File: src/rtl/erx_distrib_pkg.sv
// Emesh field offsets and receive-channel classification shared by the elink tx/rx blocks.
package erx_distrib_pkg;

    localparam int         EMESH_WRITE_BIT = 0;
    localparam int         EMESH_DST_LSB   = 8;
    localparam int         EMESH_DST_MSB   = 39;
    localparam int         EMESH_CHIP_W    = 12;
    localparam int         EMESH_REGION_W  = 4;
    localparam logic [3:0] EMESH_RR_REGION = 4'hE;

    localparam int NUM_CHAN = 3;

    typedef enum logic [1:0] {
        CH_WR = 2'd0,
        CH_RD = 2'd1,
        CH_RR = 2'd2
    } chan_e;

    // A write aimed at our own chip inside the read-response region is a returning read.
    function automatic chan_e emesh_classify(
        input logic                      write,
        input logic [EMESH_CHIP_W-1:0]   chip,
        input logic [EMESH_REGION_W-1:0] region,
        input logic [EMESH_CHIP_W-1:0]   id,
        input logic [EMESH_REGION_W-1:0] rr_region
    );
        if (!write) begin
            return CH_RD;
        end
        if ((chip == id) && (region == rr_region)) begin
            return CH_RR;
        end
        return CH_WR;
    endfunction

endpackage

File: src/rtl/erx_chan_fifo.sv
// Single-clock per-channel packet buffer with access/wait handshakes on both sides.
module erx_chan_fifo #(
    parameter int PW    = 104,
    parameter int DEPTH = 4
) (
    input  logic          i_clk,
    input  logic          i_nreset,
    input  logic          i_in_access,
    input  logic [PW-1:0] i_in_packet,
    output logic          o_in_wait,
    output logic          o_out_access,
    output logic [PW-1:0] o_out_packet,
    input  logic          i_out_wait,
    output logic          o_full
);

    localparam int            PTR_W    = $clog2(DEPTH);
    localparam logic [PTR_W:0] FULL_CNT = (PTR_W + 1)'(DEPTH);

    logic [PW-1:0]    r_mem [DEPTH];
    logic [PTR_W-1:0] r_wr_ptr;
    logic [PTR_W-1:0] r_rd_ptr;
    logic [PTR_W:0]   r_count;
    logic             w_push;
    logic             w_pop;

    // The occupancy count, not the pointers, separates full from empty when they meet.
    assign o_full       = (r_count == FULL_CNT);
    assign o_in_wait    = o_full;
    assign o_out_access = (r_count != '0);
    assign o_out_packet = r_mem[r_rd_ptr];

    assign w_push = i_in_access & ~o_full;
    assign w_pop  = o_out_access & ~i_out_wait;

    // NOTE: sequential state uses non-blocking assignments so every register samples pre-edge values.
    always_ff @(posedge i_clk) begin
        if (!i_nreset) begin
            r_wr_ptr <= '0;
            r_rd_ptr <= '0;
            r_count  <= '0;
        end else begin
            if (w_push) begin
                r_wr_ptr <= r_wr_ptr + PTR_W'(1);
            end
            if (w_pop) begin
                r_rd_ptr <= r_rd_ptr + PTR_W'(1);
            end
            case ({w_push, w_pop})
                2'b10:   r_count <= r_count + (PTR_W + 1)'(1);
                2'b01:   r_count <= r_count - (PTR_W + 1)'(1);
                default: r_count <= r_count;
            endcase
        end
    end

    // NOTE: storage has no reset; stale entries are invisible because access follows the count.
    always_ff @(posedge i_clk) begin
        if (w_push) begin
            r_mem[r_wr_ptr] <= i_in_packet;
        end
    end

endmodule

File: src/rtl/erx_distrib.sv
// Elink receive distributor: steers inbound emesh packets into write, read and read-response channels.
module erx_distrib
    import erx_distrib_pkg::*;
#(
    parameter int          PW        = 104,
    parameter int          AW        = 32,
    parameter logic [11:0] ID        = 12'h000,
    parameter logic [3:0]  RR_REGION = EMESH_RR_REGION,
    parameter int          DEPTH     = 4
) (
    input  logic          sys_clk,
    input  logic          sys_nreset,
    input  logic          rx_access,
    input  logic [PW-1:0] rx_packet,
    output logic          rx_wait,
    output logic          rxwr_access,
    output logic [PW-1:0] rxwr_packet,
    input  logic          rxwr_wait,
    output logic [7:0]    rxwr_count,
    output logic          rxrd_access,
    output logic [PW-1:0] rxrd_packet,
    input  logic          rxrd_wait,
    output logic [7:0]    rxrd_count,
    output logic          rxrr_access,
    output logic [PW-1:0] rxrr_packet,
    input  logic          rxrr_wait,
    output logic [7:0]    rxrr_count
);

    localparam int CHIP_MSB   = EMESH_DST_LSB + AW - 1;
    localparam int REGION_MSB = CHIP_MSB - EMESH_CHIP_W;

    chan_e               w_class;
    logic                w_accept;
    logic [NUM_CHAN-1:0] w_push;
    logic [NUM_CHAN-1:0] w_full;
    logic [NUM_CHAN-1:0] w_in_wait;
    logic [NUM_CHAN-1:0] w_out_access;
    logic [NUM_CHAN-1:0] w_out_wait;
    logic [PW-1:0]       w_out_packet [NUM_CHAN];
    logic [7:0]          r_count [NUM_CHAN];

    assign w_class = emesh_classify(rx_packet[EMESH_WRITE_BIT],
                                    rx_packet[CHIP_MSB -: EMESH_CHIP_W],
                                    rx_packet[REGION_MSB -: EMESH_REGION_W],
                                    ID, RR_REGION);

    // Built from registered occupancy only, so a same-cycle pop never reopens the link early.
    assign rx_wait  = |w_full;
    assign w_accept = rx_access & ~rx_wait;

    // NOTE: default every always_comb output first so no path leaves a latch behind.
    always_comb begin
        w_push = '0;
        for (int i = 0; i < NUM_CHAN; i++) begin
            w_push[i] = w_accept && (int'(w_class) == i) && !w_in_wait[i];
        end
    end

    always_ff @(posedge sys_clk) begin
        if (!sys_nreset) begin
            for (int i = 0; i < NUM_CHAN; i++) begin
                r_count[i] <= '0;
            end
        end else begin
            for (int i = 0; i < NUM_CHAN; i++) begin
                if (w_push[i] && (r_count[i] != 8'hFF)) begin
                    r_count[i] <= r_count[i] + 8'd1;
                end
            end
        end
    end

    assign w_out_wait[int'(CH_WR)] = rxwr_wait;
    assign w_out_wait[int'(CH_RD)] = rxrd_wait;
    assign w_out_wait[int'(CH_RR)] = rxrr_wait;

    for (genvar g = 0; g < NUM_CHAN; g++) begin : g_chan
        erx_chan_fifo #(
            .PW    (PW),
            .DEPTH (DEPTH)
        ) u_fifo (
            .i_clk        (sys_clk),
            .i_nreset     (sys_nreset),
            .i_in_access  (w_push[g]),
            .i_in_packet  (rx_packet),
            .o_in_wait    (w_in_wait[g]),
            .o_out_access (w_out_access[g]),
            .o_out_packet (w_out_packet[g]),
            .i_out_wait   (w_out_wait[g]),
            .o_full       (w_full[g])
        );
    end

    assign rxwr_access = w_out_access[int'(CH_WR)];
    assign rxwr_packet = w_out_packet[int'(CH_WR)];
    assign rxwr_count  = r_count[int'(CH_WR)];
    assign rxrd_access = w_out_access[int'(CH_RD)];
    assign rxrd_packet = w_out_packet[int'(CH_RD)];
    assign rxrd_count  = r_count[int'(CH_RD)];
    assign rxrr_access = w_out_access[int'(CH_RR)];
    assign rxrr_packet = w_out_packet[int'(CH_RR)];
    assign rxrr_count  = r_count[int'(CH_RR)];

endmodule

File: config.mk
export PLATFORM = sky130hd
export DESIGN_NAME = erx_distrib
export DESIGN_NICKNAME = d
export VERILOG_FILES = /design/src/rtl/erx_distrib_pkg.sv /design/src/rtl/erx_chan_fifo.sv /design/src/rtl/erx_distrib.sv
export SDC_FILE = /design/constraint.sdc
export NUM_CORES = 1
export LEC_CHECK = 0
export CAP_MARGIN = 20
export CORE_MARGIN = 4
export CORE_UTILIZATION = 55
export DETAILED_ROUTE_END_ITERATION = 8
export HOLD_SLACK_MARGIN = 0.15
export MAX_ROUTING_LAYER = met4
export PLACE_DENSITY = 0.77
export SLEW_MARGIN = 20
export SYNTH_ARGS = -nofsm -noshare
export SYNTH_HDL_FRONTEND = slang
export SYNTH_SLANG_ARGS = --single-unit
File: constraint.sdc
create_clock -name sys_clk -period 11.51 [get_ports sys_clk]
set_input_delay 1.7265 -clock sys_clk [delete_from_list [all_inputs] [get_ports sys_clk]]
set_output_delay 1.7265 -clock sys_clk [all_outputs]
set_load 0.005 [all_outputs]
# Word-level counts from Yosys, hierarchy flattened
# Memories as Yosys holds them, arrays and structs flattened. A register that Yosys moved wholly into a read port is not among the register bits.
# Cells that the tools add are included.
[totals] n_memories=4 word_cells=116 mem_bits_rw=1272 regBits=21
[op_classes] n_reduce_logical=22 bitwise_logic=17 add_sub_neg=15 n_eq_ne=15 mux=34
[mem_list] name="g_chan[0].u_fifo.r_mem" depth=4 word_bits=104 rd=1 rd_ports_with_merged_regs=1 wr=1 line="erx_chan_fifo.sv:20" text="logic [PW-1:0] r_mem [DEPTH];"
[mem_list] name="g_chan[1].u_fifo.r_mem" depth=4 word_bits=104 rd=1 rd_ports_with_merged_regs=1 wr=1 line="erx_chan_fifo.sv:20"
[mem_list] name="g_chan[2].u_fifo.r_mem" depth=4 word_bits=104 rd=1 rd_ports_with_merged_regs=1 wr=1 line="erx_chan_fifo.sv:20"
[mem_list] name="r_count" depth=3 word_bits=8 rd=3 rd_ports_with_merged_regs=0 wr=3 line="erx_distrib.sv:41" text="logic [7:0] r_count [NUM_CHAN];"
[op_table] operator="adder 8 x 1 -> 8 bit, second input constant" n=3
[op_table] operator="2-to-1 mux 8 bit" n=3
[op_table] operator="inequality test 8 bit, second input constant" n=3
[op_table] operator="2-to-1 mux 2 bit" n=10
[op_table] operator="2-to-1 mux 1 bit" n=18
[op_table] operator="case mux 3 bit (2 select lines)" n=3
[op_table] operator="adder 2 x 1 -> 2 bit, second input constant" n=6
[op_table] operator="zero test 12 bit" n=1
[op_table] operator="equality test 2 bit, second input constant" n=5
[op_table] operator="logical AND 1 bit" n=10
[op_table] operator="adder 3 x 1 -> 3 bit, second input constant" n=3
[op_table] operator="equality test 3 bit, second input constant" n=3
[op_table] operator="nonzero test 3 bit" n=3
[op_table] operator="subtractor 3 x 1 -> 3 bit, second input constant" n=3
[op_table] operator="AND 1 bit" n=7
[op_table] operator="inverter 1 bit" n=7
[op_table] operator="equality test 2 x 1 -> 1 bit, second input constant" n=3
[op_table] operator="nonzero test 2 bit" n=3
[op_table] operator="equality test 4 bit, second input constant" n=1
[op_table] operator="zero test 1 bit" n=3
[op_table] operator="bitwise OR 1 bit" n=3
[op_table] operator="OR reduction 3 bit" n=1
[op_table] operator="zero test 2 bit" n=1

# Depth between registers and ports, before layout
# Gate-level depths: netlist of the first run.
[logic_depth] ltp_word=14 ltp_mapped=10 mapped_depth_nobuf=10

# Hierarchy
# A second synthesis of the first run with hierarchy kept.
[hier_totals] hier_cells=1929 hier_area_um2=48112.4
[modules_own_cells] mod="erx_chan_fifo" cells_each=600 area_per_inst_um2=15522.4 instances=3
[modules_own_cells] mod="erx_distrib" cells_each=129 area_per_inst_um2=1545.2 instances=1

# Least setup slack after synthesis of the first run
# No wires, ideal clock.
[synth_timing] path_type="input-to-reg" from="in rx_packet[30]" to="mem g_chan[2].u_fifo.r_mem[3][0] (enable)" cell_stages=4 setup_time_ns=0.475 required_ns=11.035 arrival_ns=5.530 n_path_buf=0 slack_ns=5.505 path_cell_list="or4_4 > or4_4 > nor3_4 > and2_1"
[synth_between] elab_chain_len=12 word_cells_on_any_way=13 cone_classes="eq/ne: 1; mux: 7; bitwise: 1; reduce/logical: 4"
[synth_lines] item="from (decl)" line="erx_distrib.sv:14" text="input logic [PW-1:0] rx_packet,"
[synth_lines] item="zero test 12 bit *" line="erx_distrib_pkg.sv:30" text="if ((chip == id) && (region == rr_region)) begin"
[synth_lines] item="logical AND 1 bit *" line="erx_distrib_pkg.sv:30"
[synth_lines] item="2-to-1 mux 1 bit (2 in a row)" line="erx_distrib_pkg.sv:30"
[synth_lines] item="2-to-1 mux 2 bit *" line="erx_distrib_pkg.sv:33" text="return CH_WR;"
[synth_lines] item="2-to-1 mux 2 bit *" line="erx_distrib_pkg.sv:30"
[synth_lines] item="equality test 2 bit *" line="erx_distrib.sv:56" text="w_push[i] = w_accept && (int'(w_class) == i) && !w_in_wait[i];"
[synth_lines] item="logical AND 1 bit * (2 in a row)" line="erx_distrib.sv:56"
[synth_lines] item="AND 1 bit *" line="erx_chan_fifo.sv:33" text="assign w_push = i_in_access & ~o_full;"
[synth_lines] item="2-to-1 mux 1 bit *" line="erx_chan_fifo.sv:59" text="if (w_push) begin"
[synth_lines] item="2-to-1 mux 1 bit (not written as such) *" line="erx_chan_fifo.sv:60" text="r_mem[r_wr_ptr] <= i_in_packet;"
[synth_lines] item="to (decl)" line="erx_chan_fifo.sv:20"
# Mark *: on every way between the ends. The rest lies on a longest branch, timed or not. The select of a mux whose other input is x is not followed.

==> metrics.md, run 1 <==
| Metric | Value |
|---|---|
| CTS buffer count | 121 |
| Core area | approximately 0.086 mm^2 |
| Top cell type's share of synthesized area | between 80 and 90% |
| CP max-delay cell | dfxtp_4 |
| Syn avg cell area | around 25 um^2 |
| Die W | between 300 and 400 um |
| Sequential area share after synthesis | between 80% and 90% |
| Hold Fails Final Rpt | 0 |
| Final Setup Violations | 0 |
| Post-CTS setup buffer count | 0 |
| Power Dens Cells | a little under 200 mW/mm^2 |
| 1st-iter DRT viols | 2668 |
| Clk_lat worst skew | approximately 0.7 ns |
| Synthesis-to-layout area growth | 20.0% |
| Routed WL | 111 mm |
| Flop2flop setup slack | between 7 and 8 ns |
| Vias in the first global route | roughly 23000 |
| WS Path Type | reg2out |
| Die Area | 0.0915 mm^2 |
| Layout cells sized above 1 | about a fifth |
| Ys Warns | 0 |
| DR DRC count | 0 |
| Dominant synthesized flop cell | edfxtp_1 |
| Final TNS setup | 0 ns |
| Place WS | roughly 5.4 ns |
| DP Area | about 0.054 mm^2 |
| Crit-path cells | buf_4, buf_4, mux4_2, clkdlybuf4s50_1 |
| Vias | 22404 |
| Commonest non-fill, non-tap cell in the layout | edfxtp_1 |
| Worst-margin pin slew | about 1.1 ns |
| Drt wl/cell | 30.0 um |
| Post-synth ARST share | 0% |
| Dpl hpwl | approximately 68 mm |
| H-tree levels | 3 |
| Die height | approximately 300 um |
| PnR worst setup slack | 5.51 ns |
| RD Place Congestion | between 0.8 and 0.9 |
| Gr usage total | 25.3% |
| DR vias/cell | a little over 6 |
| Worst rel slew slack | between 20% and 30% |
| Library cells used by synthesis | 47 |
| CP Launch Type | flop |
| Maximum clock path buffer count | 3 |
| Worst Hold Margin | 0.511 ns |
| Critical path capture point type | output pin |
| Overall Power | around 11000 uW |
| Hold Crit Class | reg2reg |
| Final Cycle Share | between 50 and 60% |
| CP arrival | approximately 4.3 ns |
| Max-Cap Viols | 0 |
| Hold Buf Count CTS | 0 |
| Largest area contributor in the netlist | edfxtp_1 |
| Slew Limit Fails | 0 |
| IO buf count | about 450 |
| Syn Inst Count | 1917 |
| Netlist area before placement | between 0.04 and 0.05 mm^2 |
| Io pins | 450 |
| Required @ worst endpoint | between 9 and 10 ns |
| Remaining antenna violation count | 0 |
| Worst VDD drop | around 0.14 mV |
| P_leak | 0.0176 uW |
| GRT overflow | 0 |
| Crit-path max cell delay | between 0.8 and 0.9 ns |
| Cell family with most CP delay | buffers and inverters |
| Mapped Nets | a little over 2000 |
| Status | finished, final reports clean |
| Synth Register Bits | between 1000 and 1500 |
| Finished Cell Area | 0.0572 mm^2 |
| Worst path most repeated cell | buf_4 |
| Largest net degree at the start of global routing | 66 |
| # rows | ~110 |
| PostCTS Resize Cnt | 0 |
| Top cells by area, synth | edfxtp_1, mux4_2, dfxtp_1, ha_1, xnor2_1 |
| Root Driver | clkbuf_16 |
| First-pass GRT wire length | around 160 mm |
| Fillcell total | around 5100 |
| Unrepaired setup endpoints after global routing | no |
| EDFF count, synth | about 1300 |
| Most frequent cells in the layout | edfxtp_1, clkdlybuf4s50_1, mux4_2 |
| Reg clk slew, reported paths | ~0.06 ns |
| Initial core utilization | roughly 56% |
| Initial antenna violation count | 11 |
| WP buf/inv | 3 |
| Skew final | ~0.034 ns |
| Final Critical Period | 6.00 ns |
| Max Fanout on Critical Path | 36 |
| Nets | about 2600 |
| DRT Pass-1 Iters | 6 |
| Sink Count | roughly 1300 |
| Fmax | between 0.15 and 0.2 GHz |
| TritonCTS clock tree | yes |
==> through the flow <==
stage	utilization (%)	std cells
5_1_grt	66.9	3690
6_report	66.9	3691
3_5_place_dp	62.6	3453
3_3_place_gp	62.5	3450
4_1_cts	66.8	3678
2_1_floorplan	-	1917
==> tightest hold or removal path: cells and delay by family, from the launching register on <==
kind | cells | cell delay (ns)
DFF | 1 | 0.34
and+or+nand+nor | 1 | 0.07
muxes | 1 | 0.06
==> cell families (layout without fill, tap and decap cells) <==
kind of cell / count (synthesis) / after routing / share of synthesized area (%)
and+or+nand+nor: 101 / 101 / 1.22
AOI/OAI and AO/OA: 48 / 48 / 0.669
adders and majority gates: 21 / 21 / 0.598
xor gates and xnor gates: 31 / 31 / 0.569
buffers and inverters: 101 / 720 / 0.905
other: 0 / 11 / 0
DFF: 1299 / 1299 / 81.2
muxes: 316 / 316 / 14.8
==> synthesized netlist by cell type, types with 4 or more instances <==
cell type / instances
and2_1: 10
a21oi_1: 11
mux2i_1: 4
buf_1: 11
nand2_1: 13
xor2_1: 12
o21ai_0: 6
xnor2_1: 19
a211oi_1: 14
mux4_2: 312
nor2_1: 26
edfxtp_1: 1272
nor3_1: 7
dfxtp_1: 27
nand3_1: 14
inv_1: 19
nand4_1: 5
clkbuf_1: 37
ha_1: 18
buf_2: 30
==> flip-flops by register name, indices dropped and copies added (netlist names), named ones only <==
signal                  count
g_chan.u_fifo.r_mem      1248
g_chan.u_fifo.r_wr_ptr      6
g_chan.u_fifo.r_count       9
r_count                    24
g_chan.u_fifo.r_rd_ptr      6
==> power by group <==
group / switching (uW) / leakage (uW) / internal, uW
Combinational: 836 / 0.00407 / 1060
Sequential: 150 / 0.0118 / 5380
Clock: 1640 / 0.00175 / 2000
==> path summary, 6_finish.rpt <==
check / start / end / cells past startpoint
worst max-delay path: flop / rxwr_packet[11] / 4
worst min-delay path: g_chan[0].u_fifo.r_wr_ptr[1] / g_chan[0].u_fifo.r_wr_ptr[1] / 2
worst max register to register: g_chan[2].u_fifo.r_count[0] / g_chan[0].u_fifo.r_mem[0][83] / 5
worst min register to register: g_chan[0].u_fifo.r_wr_ptr[1] / g_chan[0].u_fifo.r_wr_ptr[1] / 2
==> final cells by class <==
type	count	area, um^2	share of cell area [%]
repair buffers	475	4780	8.36
inverters	20	75.1	0.131
well taps	1144	1430	2.50
diodes	11	27.5	0.0481
clock buffers	152	3170	5.53
multi-input cells	517	8550	14.9
clock inverters	73	443	0.774
flip-flops and latches	1299	38800	67.7
==> routing by layer <==
metal / vias up / global-route usage (%) / part of all wire [%]
met5: - / - / 0
met4: 0 / 6.26 / 2.3
met3: 147 / 5.44 / 10
met2: 1185 / 39.8 / 50
met1: 11845 / 34.9 / 38
li1: 9227 / - / -
Note: power is estimated with default switching activity, not from simulation.
==> run 2: changes to the inputs <==
==> constraint.sdc (replaced) <==
create_clock -name sys_clk -period 5.6 [get_ports sys_clk]
set_input_delay 0.84 -clock sys_clk [delete_from_list [all_inputs] [get_ports sys_clk]]
set_output_delay 0.84 -clock sys_clk [all_outputs]
set_load 0.005 [all_outputs]
==> run 2 against run 1 <==
Non-clock buffer count rose by 11. Die area did not move. Sequential share of layout area fell by 0.49 points. Sequential cell count did not move. Final area rose by 0.73%. Setup slack got worse by 4.0 ns. Sequential power rose by 110%. Via count rose by 0.25%. Power rose by 110%. Hold slack improved by 0.0025 ns. Critical path type unchanged.
==> metrics.md, run 2 (same netlist as run 1, synthesis figures left out) <==
| Metric | Value |
|---|---|
| Top flop regs | g_chan.u_fifo.r_mem x1248, r_count x24, g_chan.u_fifo.r_count x9 |
| Flop2flop setup slack | about 2.3 ns |
| Post-CTS setup buffer count | 0 |
| Vias | 22460 |
| Remaining antenna violation count | 0 |
| R2R depth | 5 |
| Multi-input logic area | approximately 0.0085 mm^2 |
| 1st-iter DRT viols | roughly 2700 |
| Seq pwr share | between 40% and 50% |
| Worst-margin pin slew | just over 1 ns |
| Max reg flops | 1248 |
| Required @ worst endpoint | about 4.8 ns |
| Final TNS setup | 0 ns |
| CTS buffer count | 120 |
| Die Area | between 0.09 and 0.1 mm^2 |
| Combinational share of power | between 15 and 20% |
| Synthesis-to-layout area growth | 20.9% |
| Power Dens Cells | approximately 400 mW/mm^2 |
| Io pins | 450 |
| Crit-path cells | buf_4, mux4_2, clkdlybuf4s50_1 |
| Final Critical Period | 4.11 ns |
| CP max-delay cell | dfxtp_4 |
| DR DRC count | 0 |
| Register area | 0.0388 mm^2 |
| CP Launch Type | flop |
| Initial core utilization | a little under three fifths |
| Skew final | ~0.027 ns |
| FF-to-FF Start | g_chan[2].u_fifo.r_count[0] |
| Drt wl/cell | approximately 30 um |
| Largest reg by FF count | g_chan.u_fifo.r_mem |
| Sink Count | 1299 |
| Hold Buf Count CTS | 0 |
| Critical path capture point type | output pin |
| Gr usage total | between 20 and 30% |
| Final Cycle Share | between 70% and 80% |
| Hold path endpoint | g_chan[0].u_fifo.r_count[2] |
| Nets | ~2600 |
| Final Setup Violations | 0 |
| Layout cells sized above 1 | 21.9% |
| Vias in the first global route | about 23000 |
| Root Driver | clkbuf_16 |
| Final Non-Filler Cells | 3698 |
| Worst R2R End | g_chan[0].u_fifo.r_mem[1][81] |
| Max Fanout on Critical Path | 40 |
| Dpl hpwl | about 66 mm |
| Hold path depth | 2 |
| P_leak | 0.0178 uW |
| Sw frac | 23.7% |
| Placed cell count | 3466 |
| Hold Crit Class | reg2reg |
| Die W | 302 um |
| Routed WL | between 100 and 150 mm |
| Fillcell total | roughly 5100 |
| Psw | between 5000 and 6000 uW |
| Hold Fails Final Rpt | 0 |
| Status | finished, final reports clean |
| Min-delay src | g_chan[0].u_fifo.r_count[2] |
| Most frequent cells in the layout | edfxtp_1, clkdlybuf4s50_1, mux4_2 |
| DR vias/cell | about 6.1 |
| First-pass GRT wire length | 162 mm |
| TritonCTS clock tree | yes |
| Max-Cap Viols | 0 |
| Clock Power Share | between 30% and 40% |
| Fmax | roughly 0.24 GHz |
| WS Path Type | reg2out |
| H-tree levels | 3 |
| Clk_lat worst skew | ~0.7 ns |
| Reg clk slew, reported paths | about 0.060 ns |
| RD Place Congestion | roughly 0.83 |
| PostCTS Resize Cnt | 0 |
| Pint | approximately 18000 uW |
| Unrepaired setup endpoints after global routing | no |
| # rows | around 110 |
| Commonest non-fill, non-tap cell in the layout | edfxtp_1 |
| Crit-path max cell delay | around 0.96 ns |
| DRT Pass-1 Iters | 5 |
| GRT overflow | 0 |
| Maximum clock path buffer count | 3 |
| Die height | 302 um |
| Largest net degree at the start of global routing | between 80 and 90 |
| Initial antenna violation count | 8 |
| Slew Limit Fails | 0 |
| CP arrival | approximately 3.3 ns |
| Worst VDD drop | 0.316 mV |
| IO buf count | 449 |
| Worst rel slew slack | between 30 and 40% |
| Core area | 0.0855 mm^2 |
## run 2: changes by cell type in the layout (fill, tap and decap cells not counted), sizes merged
cell      change
buf          +11
clkbuf        -7
clkinv        -7
bufinv        +6
clkinvlp      +4
diode         -2
inv           +2
## run 2: worst max path at each step
stage                                     to  slack [ns]  cells past startpoint
2_1_floorplan   g_chan[2].u_fifo.r_mem[3][0]        0.48                      4
3_3_place_gp     g_chan[2].u_fifo.r_count[2]        1.23                     10
3_5_place_dp   g_chan[0].u_fifo.r_mem[1][79]        1.02                      5
4_1_cts                      rxwr_packet[58]        1.36                      3
5_1_grt                     rxwr_packet[100]        1.27                      3
6_report                     rxwr_packet[93]        1.49                      3
## run 2: layout make-up
cell class,count,share of cell area [%]
tap,1144,2.48
multi-input combinational,517,14.8
antenna,9,0.0391
clock inverter,78,1.15
sequential,1299,67.2
inverter,20,0.130
timing repair buffer,486,8.75
clock buffer,145,5.39
## run 2: worst max-delay path, delay by kind of cell (launching register included)
kind	cells	cell delay [ns]
buf+inv	2	0.96
mux	1	0.59
flops	1	0.96
## run 2: power groups by stage
stage | Clock [uW] | Sequential, uW | Combinational (uW)
3_5_place_dp | 0 | 11600 | 3950
6_report | 7810 | 11400 | 3910
3_3_place_gp | 0 | 11600 | 3910
5_1_grt | 8390 | 11500 | 4130
4_1_cts | 7900 | 11400 | 3970
2_1_floorplan | 0 | 11400 | 1930
## run 2: metrics by stage
step / worst slack (ns) / hold slack [ns] / area (um^2) / power (uW) / util [%]
floorplan: 0.481 / 0.467 / 47700 / 13300 / -
global placement: 1.23 / 0.476 / 53900 / 15500 / 63.0
detailed placement: 1.02 / 0.503 / 53900 / 15600 / 63.0
CTS: 1.36 / 0.513 / 57600 / 23300 / 67.4
global route: 1.27 / 0.521 / 57700 / 24000 / 67.4
finish: 1.49 / 0.514 / 57700 / 23100 / 67.4
## run 2: routing by layer
layer	track usage, %	wire length (um)	vias up
met5	-	0	-
met4	6.96	2890	0
met3	6.54	11100	158
met2	39.3	55500	1168
met1	34.5	42600	11884
li1	-	-	9250
